### src/rtl/video_pkg.sv
// Shared video-path types: scanline darkening modes and the
// default colour-channel width.
package video_pkg;

  localparam int CW_DEFAULT = 8;

  typedef enum logic [1:0] {
    SL_OFF = 2'd0,
    SL_25  = 2'd1,
    SL_50  = 2'd2,
    SL_75  = 2'd3
  } scanline_mode_t;

endpackage

### src/rtl/scanline_dim.sv
// Combinational darkening of one colour channel.
// Ports: c (channel in), mode (darkening mode), y (channel out).
module scanline_dim
  import video_pkg::*;
#(
  parameter int CW = CW_DEFAULT
) (
  input  logic [CW-1:0]  c,
  input  scanline_mode_t mode,
  output logic [CW-1:0]  y
);

  always_comb begin
    y = c;
    case (mode)
      SL_25:   y = c - (c >> 2);
      SL_50:   y = c >> 1;
      SL_75:   y = c >> 2;
      default: y = c;
    endcase
  end

endmodule

### src/rtl/video_scanlines.sv
// CRT scanline emulation: darkens every other active line, 2 ce_pix latency.
// Ports: clk_video, rst_n, ce_pix, scanlines, din/de_in/hs_in/vs_in -> dout/de_out/hs_out/vs_out.
// Build option SCANLINES_ALT_PHASE_EN: swap dark/bright line phase every frame.
module video_scanlines
  import video_pkg::*;
#(
  parameter int CW = CW_DEFAULT
) (
  input  logic            clk_video,
  input  logic            rst_n,
  input  logic            ce_pix,
  input  logic [1:0]      scanlines,
  input  logic [3*CW-1:0] din,
  input  logic            de_in,
  input  logic            hs_in,
  input  logic            vs_in,
  output logic [3*CW-1:0] dout,
  output logic            de_out,
  output logic            hs_out,
  output logic            vs_out
);

  localparam int PW = 3 * CW;

  logic           hs_d;
  logic           vs_d;
  logic           hs_rise;
  logic           vs_rise;
  logic           seen_de;
  logic           parity;
  logic           par_rst;
  scanline_mode_t mode_q;

  logic [PW-1:0]  pix_s1;
  logic [PW-1:0]  pix_dim;
  logic           de_s1;
  logic           hs_s1;
  logic           vs_s1;
  logic           dim_s1;
  scanline_mode_t mode_s1;

  assign hs_rise = ce_pix & hs_in & ~hs_d;
  assign vs_rise = ce_pix & vs_in & ~vs_d;

`ifdef SCANLINES_ALT_PHASE_EN
  logic frame_q;

  always_ff @(posedge clk_video or negedge rst_n) begin
    if (!rst_n) begin
      frame_q <= 1'b0;
    end else if (vs_rise) begin
      frame_q <= ~frame_q;
    end
  end

  // Parity restarts at the frame bit value it is about to take.
  assign par_rst = ~frame_q;
`else
  assign par_rst = 1'b0;
`endif

  // Line phase: blank lines (no DE seen) do not advance parity,
  // and a vsync edge overrides a coincident hsync edge.
  always_ff @(posedge clk_video or negedge rst_n) begin
    if (!rst_n) begin
      hs_d    <= 1'b0;
      vs_d    <= 1'b0;
      seen_de <= 1'b0;
      parity  <= 1'b0;
      mode_q  <= SL_OFF;
    end else if (ce_pix) begin
      hs_d    <= hs_in;
      vs_d    <= vs_in;
      seen_de <= (hs_rise | vs_rise) ? 1'b0 : (seen_de | de_in);
      if (vs_rise) begin
        parity <= par_rst;
        mode_q <= scanline_mode_t'(scanlines);
      end else if (hs_rise && seen_de) begin
        parity <= ~parity;
      end
    end
  end

  always_ff @(posedge clk_video or negedge rst_n) begin
    if (!rst_n) begin
      pix_s1  <= '0;
      de_s1   <= 1'b0;
      hs_s1   <= 1'b0;
      vs_s1   <= 1'b0;
      dim_s1  <= 1'b0;
      mode_s1 <= SL_OFF;
    end else if (ce_pix) begin
      pix_s1  <= din;
      de_s1   <= de_in;
      hs_s1   <= hs_in;
      vs_s1   <= vs_in;
      dim_s1  <= de_in & parity & (mode_q != SL_OFF);
      mode_s1 <= mode_q;
    end
  end

  for (genvar i = 0; i < 3; i++) begin : g_dim
    scanline_dim #(
      .CW(CW)
    ) u_dim (
      .c   (pix_s1[i*CW +: CW]),
      .mode(mode_s1),
      .y   (pix_dim[i*CW +: CW])
    );
  end

  always_ff @(posedge clk_video or negedge rst_n) begin
    if (!rst_n) begin
      dout   <= '0;
      de_out <= 1'b0;
      hs_out <= 1'b0;
      vs_out <= 1'b0;
    end else if (ce_pix) begin
      dout   <= dim_s1 ? pix_dim : pix_s1;
      de_out <= de_s1;
      hs_out <= hs_s1;
      vs_out <= vs_s1;
    end
  end

endmodule

### config.mk
export PLATFORM = sky130hd
export DESIGN_NAME = video_scanlines
export DESIGN_NICKNAME = d
export VERILOG_FILES = /design/src/rtl/video_pkg.sv /design/src/rtl/scanline_dim.sv /design/src/rtl/video_scanlines.sv
export SDC_FILE = /design/constraint.sdc
export NUM_CORES = 1
export LEC_CHECK = 0
export BUFFER_PORTS_ARGS = -buffer_cell sky130_fd_sc_hd__buf_2
export CAP_MARGIN = 10
export CORE_ASPECT_RATIO = 0.6
export CORE_MARGIN = 5
export CORE_UTILIZATION = 55
export CTS_BUF_LIST = sky130_fd_sc_hd__clkbuf_4
export CTS_CLUSTER_SIZE = 14
export DETAILED_ROUTE_END_ITERATION = 8
export PLACE_DENSITY_LB_ADDON = 0.12
export SYNTH_ARGS = -nofsm -noshare
export SYNTH_HDL_FRONTEND = slang
export SYNTH_HIERARCHICAL = 1
export SYNTH_SLANG_ARGS = --single-unit
### constraint.sdc
create_clock -name clk_video -period 3.3 [get_ports clk_video]
set_input_delay 0.165 -clock clk_video [delete_from_list [all_inputs] [get_ports clk_video]]
set_output_delay 0.165 -clock clk_video [all_outputs]
set_load 0.05 [all_outputs]
==> results.json, run 1 <==
{
  "status": "completed",
  "htree_num_levels": 3,
  "clock-root-buffer": "clkbuf_4",
  "irDropWorstVdd_uv": 296,
  "via_count": 2969,
  "synth.yosys.warnings": 6,
  "cpPeakStageDelay_ns": 0.47,
  "die_wd_um": 120,
  "gp_congestion": 0.801,
  "worst-r2r-setup-slack_ns": 0.71,
  "floorplan.core_area_mm2": 0.00715,
  "timing_worst_slew_pin_value_ns": 1.05,
  "finalSetupTns_ns": 0,
  "layout-drive-gt1-share": 0.320,
  "post_cts_resize_count": 0,
  "power.combinational.fraction": 0.426,
  "critical_path.cell_chain": "ha_1 > inv_1 > fa_1 > a211oi_1 > nor2_1 > o21a_1 > or3b_2 > o211ai_1 > mux2i_1 > a21oi_1",
  "worst_r2r_startpoint": "pix_s1[10]",
  "power_w": 0.00253,
  "grt.overflow.total": 0,
  "ys_ff_latch": 61,
  "cts_max_path_buffers": 2,
  "io-pin-count": 59,
  "dieArea_mm2": 0.00907,
  "final_common_cell": "dfrtp_1",
  "diodes": 0,
  "via_per_inst": 5.52,
  "detail_route.wirelength_um": 8540,
  "timing.hold.worst.class": "input pin to register",
  "drv.max_cap_violation_count": 0,
  "ant_nets": 0,
  "timing.slew.headroom": 0.300,
  "internal-power_w": 0.00154,
  "worstSetupStartpointType": "register",
  "seq_area_frac_synth": 0.385,
  "floorplan.rows": 24,
  "layout.cells.most_common_list": "dfrtp_1, buf_2, nor2_1, mux2_2, a21oi_1",
  "async_flop_share": 1.00,
  "final-setup-viol-count": 0,
  "static-leakage-power_nw": 2.06,
  "drt-met1-wl_um": 4380,
  "synthDistinctLibCells": 32,
  "power.share.clock": 0.184,
  "cts.reportedPaths.clkPinSlew_ns": 0.10,
  "crit-reg2reg-capture": "dout[14]",
  "drt_drc_violations_left": 0,
  "rsz0062_at_grt": "false",
  "timing.critical_path.to_type": "register",
  "met2RoutedLength_um": 3470,
  "syn_inst": 356,
  "clock_sink_count": 61,
  "tritoncts": "done",
  "netlist_area_mm2": 0.00397,
  "grt_max_degree": 51,
  "switching_share": 0.390,
  "global_route_wire_length_before_repair_um": 14800,
  "groute.usage.overall": 0.210,
  "seq_power_share": 0.391,
  "period_minus_slack_ns": 2.59,
  "number_of_buffers_added_for_setup_after_cts": 0,
  "dp.final_hpwl_um": 6000,
  "grt_pass1_vias": 2932,
  "antenna_found_initial": 0,
  "drtIter0Drc": 151,
  "hold_viol": 0,
  "portBuffers": 58,
  "drtPass1Iterations": 4,
  "startpoint": "pix_s1[10]",
  "cp_slowest_cell": "dfrtp_1",
  "cp_max_fo": 7,
  "clock_latency_ns": 0.41,
  "layout_worst_path_cycle_share": 0.786,
  "initial_utilization": 0.555,
  "maxSlewViolCount": 0,
  "max_freq_mhz": 386,
  "worst-setup-path-type": "register to register",
  "fin_nets": 495,
  "worst-r2r-cell-count": 10,
  "powerDensity_mw_per_mm2": 544,
  "clock_skew_ns": 0.00971,
  "synth_ff_type": "dfrtp_1",
  "die_h_um": 75.8,
  "arrival_ns": 2.93,
  "route.top_layer_used": "met4",
  "syn_to_final_growth_pct": 17.2,
  "critical_path.endpoint": "dout[14]",
  "cts_made_buffers": 9,
  "worst_ep_required_time_ns": 3.64,
  "total_switching_power_w": 0.000987,
  "number_of_enable_flip_flop_cells_after_synthesis": 0,
  "synth.avg_cell_area_um2": 11.1,
  "synth.net_count": 409,
  "wl_met3_um": 581,
  "post_drt_wl_per_cell_um": 15.9
}
synthesized netlist by cell type (all sizes together), types with 4 or more instances:
| master | n | area (um2) |
|---|---|---|
| dfrtp | 61 | 1530 |
| nor2 | 48 | 188 |
| mux2 | 32 | 360 |
| a21oi | 31 | 155 |
| inv | 30 | 113 |
| mux2i | 24 | 240 |
| buf | 19 | 176 |
| ha | 18 | 225 |
| mux4 | 18 | 405 |
| o21ai | 18 | 90.1 |
| a211oi | 6 | 45.0 |
| o21a | 6 | 45.0 |
| xnor2 | 6 | 52.6 |
| nand2 | 5 | 18.8 |
| xor2 | 4 | 35.0 |
stage by stage:
step	util	cells	setup WS, ns	instance area (um2)	hold slack [ns]
floorplan	-	356	0.987	3970	-0.131
global route	0.651	538	0.473	4650	0.0103
global placement	0.596	494	0.830	4260	0.391
finish	0.651	538	0.706	4650	0.0390
CTS	0.651	538	0.709	4650	0.00339
detailed placement	0.596	494	0.747	4260	0.401
sequential cells by signal, indices dropped and copies added, names as in the netlist:
name     cells
de_out       1
de_s1        1
dim_s1       1
dout        24
hs_out       1
hs_s1        1
mode_q       2
mode_s1      2
parity       1
pix_s1      24
seen_de      1
vs_out       1
vs_s1        1
worst max-delay path, delay by kind of cell, from the launching register on:
family	cells	cell delay (ns)
compound gates	4	0.72
simple gates	2	0.54
flops	1	0.47
fa+ha+maj	2	0.65
buf+inv	1	0.06
mux	1	0.10
power groups by stage:
| stage | Clock [W] | Combinational [W] | Sequential [W] |
|---|---|---|---|
| floorplan | 0 | 0.000690 | 0.00115 |
| global placement | 0 | 0.00103 | 0.00100 |
| detailed placement | 0 | 0.00105 | 0.00100 |
| CTS | 0.000486 | 0.00108 | 0.000990 |
| global route | 0.000518 | 0.00118 | 0.00101 |
| finish | 0.000465 | 0.00108 | 0.000988 |
per-layer routing:
layer	global-route usage	vias up
met1	0.306	1431
met3	0.0645	11
met2	0.303	76
met5	0	-
met4	0.0609	0
li1	-	1451
layout make-up:
cell class,instances,area (um2)
inverters,30,113
well taps,91,114
flip-flops and latches,61,1530
clock buffers,14,105
multi-input cells,246,2150
repair buffers,94,631
clock inverters,2,10.0
fillers,587,2490
logic make-up (layout without fill, tap and decap cells):
kind of cell / Yosys count / after routing / share of synthesized area
and+or+nand+nor: 67 / 67 / 0.0810
muxes: 74 / 74 / 0.253
AOI/OAI and AO/OA: 74 / 74 / 0.114
DFF: 61 / 61 / 0.385
adders and majority gates: 21 / 21 / 0.0719
xor gates and xnor gates: 10 / 10 / 0.0221
buffers and inverters: 49 / 140 / 0.0728
worst min-delay path by stage:
stage	cells after the start	slack, ns	startpoint	end
3_5_place_dp	2	0.40	din[15]	pix_s1[15]
6_report	3	0.04	vs_in	vs_s1
3_3_place_gp	1	0.39	rst_n	pix_s1[7]
2_1_floorplan	0	-0.13	rst_n	de_out
5_1_grt	3	0.01	vs_in	vs_s1
4_1_cts	3	0.003	vs_in	vs_s1
repair_timing:
action / in CTS / in global routing
hold buffers: 28 / 0
endpoints found under the hold margin: 70 / 0
endpoints found under the setup margin: 0 / 0
Note: power is estimated with default switching activity, not from simulation.
==> run 2: changes to the inputs <==
- CORE_UTILIZATION: 55 -> 54
- clock period: 3.3 -> 2.37 ns (I/O delays scaled with it)
==> results.json, run 2 (synthesized netlist as in run 1, its figures left out) <==
{
  "cp_max_fo": 3,
  "worstSetupStartpointType": "register",
  "die_wd_um": 121,
  "status": "completed",
  "critical_path.top_delay_family": "compound AO/OA/AOI/OAI gates",
  "critical_path.cell_chain": "inv_1 > ha_2 > inv_2 > fa_2 > a211oi_2 > nor2_2 > o21a_1 > or3b_4 > o211ai_1 > mux2i_1 > a21oi_1",
  "diodes": 0,
  "grt_pass1_vias": 3088,
  "max_freq_mhz": 428,
  "switching_share": 0.382,
  "grt_max_degree": 87,
  "filler_cell_count": 592,
  "powerDensity_mw_per_mm2": 752,
  "timing.hold.worst.class": "input pin to async pin",
  "dp_worst_setup_slack_ns": -0.0926,
  "hold_viol": 0,
  "post-route-util": 0.704,
  "clock-root-buffer": "clkbuf_4",
  "timing.slew.headroom": 0.618,
  "multi_input_area_mm2": 0.00226,
  "clock_latency_ns": 0.42,
  "global_route_wire_length_before_repair_um": 15700,
  "die_h_um": 76.4,
  "cts_max_path_buffers": 2,
  "syn_to_final_growth_pct": 27.8,
  "fin_nets": 530,
  "worst-setup-path-type": "register to register",
  "drv.max_cap_violation_count": 0,
  "portBuffers": 58,
  "internal-power_w": 0.00236,
  "static-leakage-power_nw": 2.25,
  "dp.final_hpwl_um": 6280,
  "timing_worst_slew_pin_value_ns": 0.574,
  "post_drt_wl_per_cell_um": 16.1,
  "final-seq-area_mm2": 0.00153,
  "layout_worst_path_cycle_share": 0.987,
  "via_count": 3097,
  "grt.overflow.total": 0,
  "final_common_cell": "dfrtp_1",
  "tritoncts": "done",
  "power.combinational.fraction": 0.459,
  "period_minus_slack_ns": 2.34,
  "cts.reportedPaths.clkPinSlew_ns": 0.11,
  "groute.usage.overall": 0.213,
  "layout-drive-gt1-share": 0.409,
  "worst_ep_required_time_ns": 2.73,
  "final-setup-viol-count": 0,
  "top_regs": "dout: 24 flops, pix_s1: 24 flops",
  "rsz0062_at_grt": "true",
  "critical_path_buf_inv_count": 2,
  "drt_drc_violations_left": 0,
  "antenna_found_initial": 0,
  "floorplan.core_area_mm2": 0.00721,
  "power.share.clock": 0.193,
  "via_per_inst": 5.40,
  "layout.cells.most_common_list": "dfrtp_1, buf_2, nor2_1, buf_4, mux2_2",
  "clock_skew_ns": 0.0118,
  "maxSlewViolCount": 0,
  "dieArea_mm2": 0.00922,
  "irDropWorstVdd_uv": 500,
  "clock_sink_count": 61,
  "timing.final.ws_setup_ns": 0.0309,
  "io-pin-count": 59,
  "cts_made_buffers": 9,
  "floorplan.rows": 24,
  "ant_nets": 0,
  "cpPeakStageDelay_ns": 0.39,
  "htree_num_levels": 3,
  "total_switching_power_w": 0.00146,
  "cp_slowest_cell": "dfrtp_1",
  "seq_power_share": 0.347,
  "gp_congestion": 0.818,
  "holdWs_ns": 0.218,
  "drtPass1Iterations": 4,
  "drtIter0Drc": 150,
  "arrival_ns": 2.70,
  "detail_route.wirelength_um": 9200,
  "initial_utilization": 0.551,
  "timing.critical_path.to_type": "register"
}
==> run 2: power groups by stage <==
stage                     Sequential (W)  Combinational [W]  Clock, W
after floorplan                  0.00160           0.000960         0
after global placement           0.00134            0.00159         0
after detailed placement         0.00134            0.00162         0
after CTS                        0.00132            0.00168  0.000761
after global routing             0.00135            0.00191  0.000827
final                            0.00132            0.00175  0.000736
==> run 2: final timing paths <==
path | depth (start not counted) | slack, ns | to | start
min reg2reg | 1 | 0.52 | de_out | de_out
max reg2reg | 11 | 0.03 | dout[6] | pix_s1[0]
max | 11 | 0.03 | dout[6] | pix_s1[0]
min | 2 | 0.22 | dout[16] | rst_n
min in group clk_video | 3 | 0.24 | dout[0] | ce_pix
max in group asynchronous | 3 | 1.55 | mode_s1[1] | rst_n
==> run 2: cell type report <==
| class | instances | share of cell area |
|---|---|---|
| well taps | 91 | 0.0224 |
| clock inverters | 5 | 0.0101 |
| multi-input cells | 246 | 0.446 |
| inverters | 30 | 0.0222 |
| flip-flops and latches | 61 | 0.301 |
| clock buffers | 11 | 0.0163 |
| repair buffers | 129 | 0.182 |
==> run 2: timing repair <==
| item | in CTS | in global routing |
|---|---|---|
| buffers inserted | 1 | 6 |
| pin swaps | 3 | 18 |
| hold buffers | 30 | 0 |
| resized for setup | 6 | 22 |
| hold endpoints to repair | 54 | 0 |
| endpoints found under the setup margin | 5 | 11 |
==> run 2: through the flow <==
step                      area, um2  total power (W)  instances  setup TNS [ns]
after floorplan                3970          0.00256        356               0
after global placement         4480          0.00293        520         -0.0360
after detailed placement       4480          0.00296        520          -0.266
after CTS                      4940          0.00377        567               0
after global routing           5070          0.00408        573          -0.239
final                          5070          0.00381        573               0
==> run 2: worst reg2reg max path: stages, from the launching register on <==
cell,delay (ns)
dfrtp_1,0.39
inv_1,0.06
ha_2,0.18
inv_2,0.04
fa_2,0.37
a211oi_2,0.27
nor2_2,0.08
o21a_1,0.20
or3b_4,0.36
o211ai_1,0.10
mux2i_1,0.10
a21oi_1,0.12
==> run 2: layer usage <==
metal / up-vias / share of wire / global-route usage
met4: 0 / 0.0091 / 0.0543
met5: - / 0 / 0
met1: 1502 / 0.51 / 0.319
li1: 1514 / - / -
met2: 75 / 0.44 / 0.305
met3: 6 / 0.050 / 0.0564
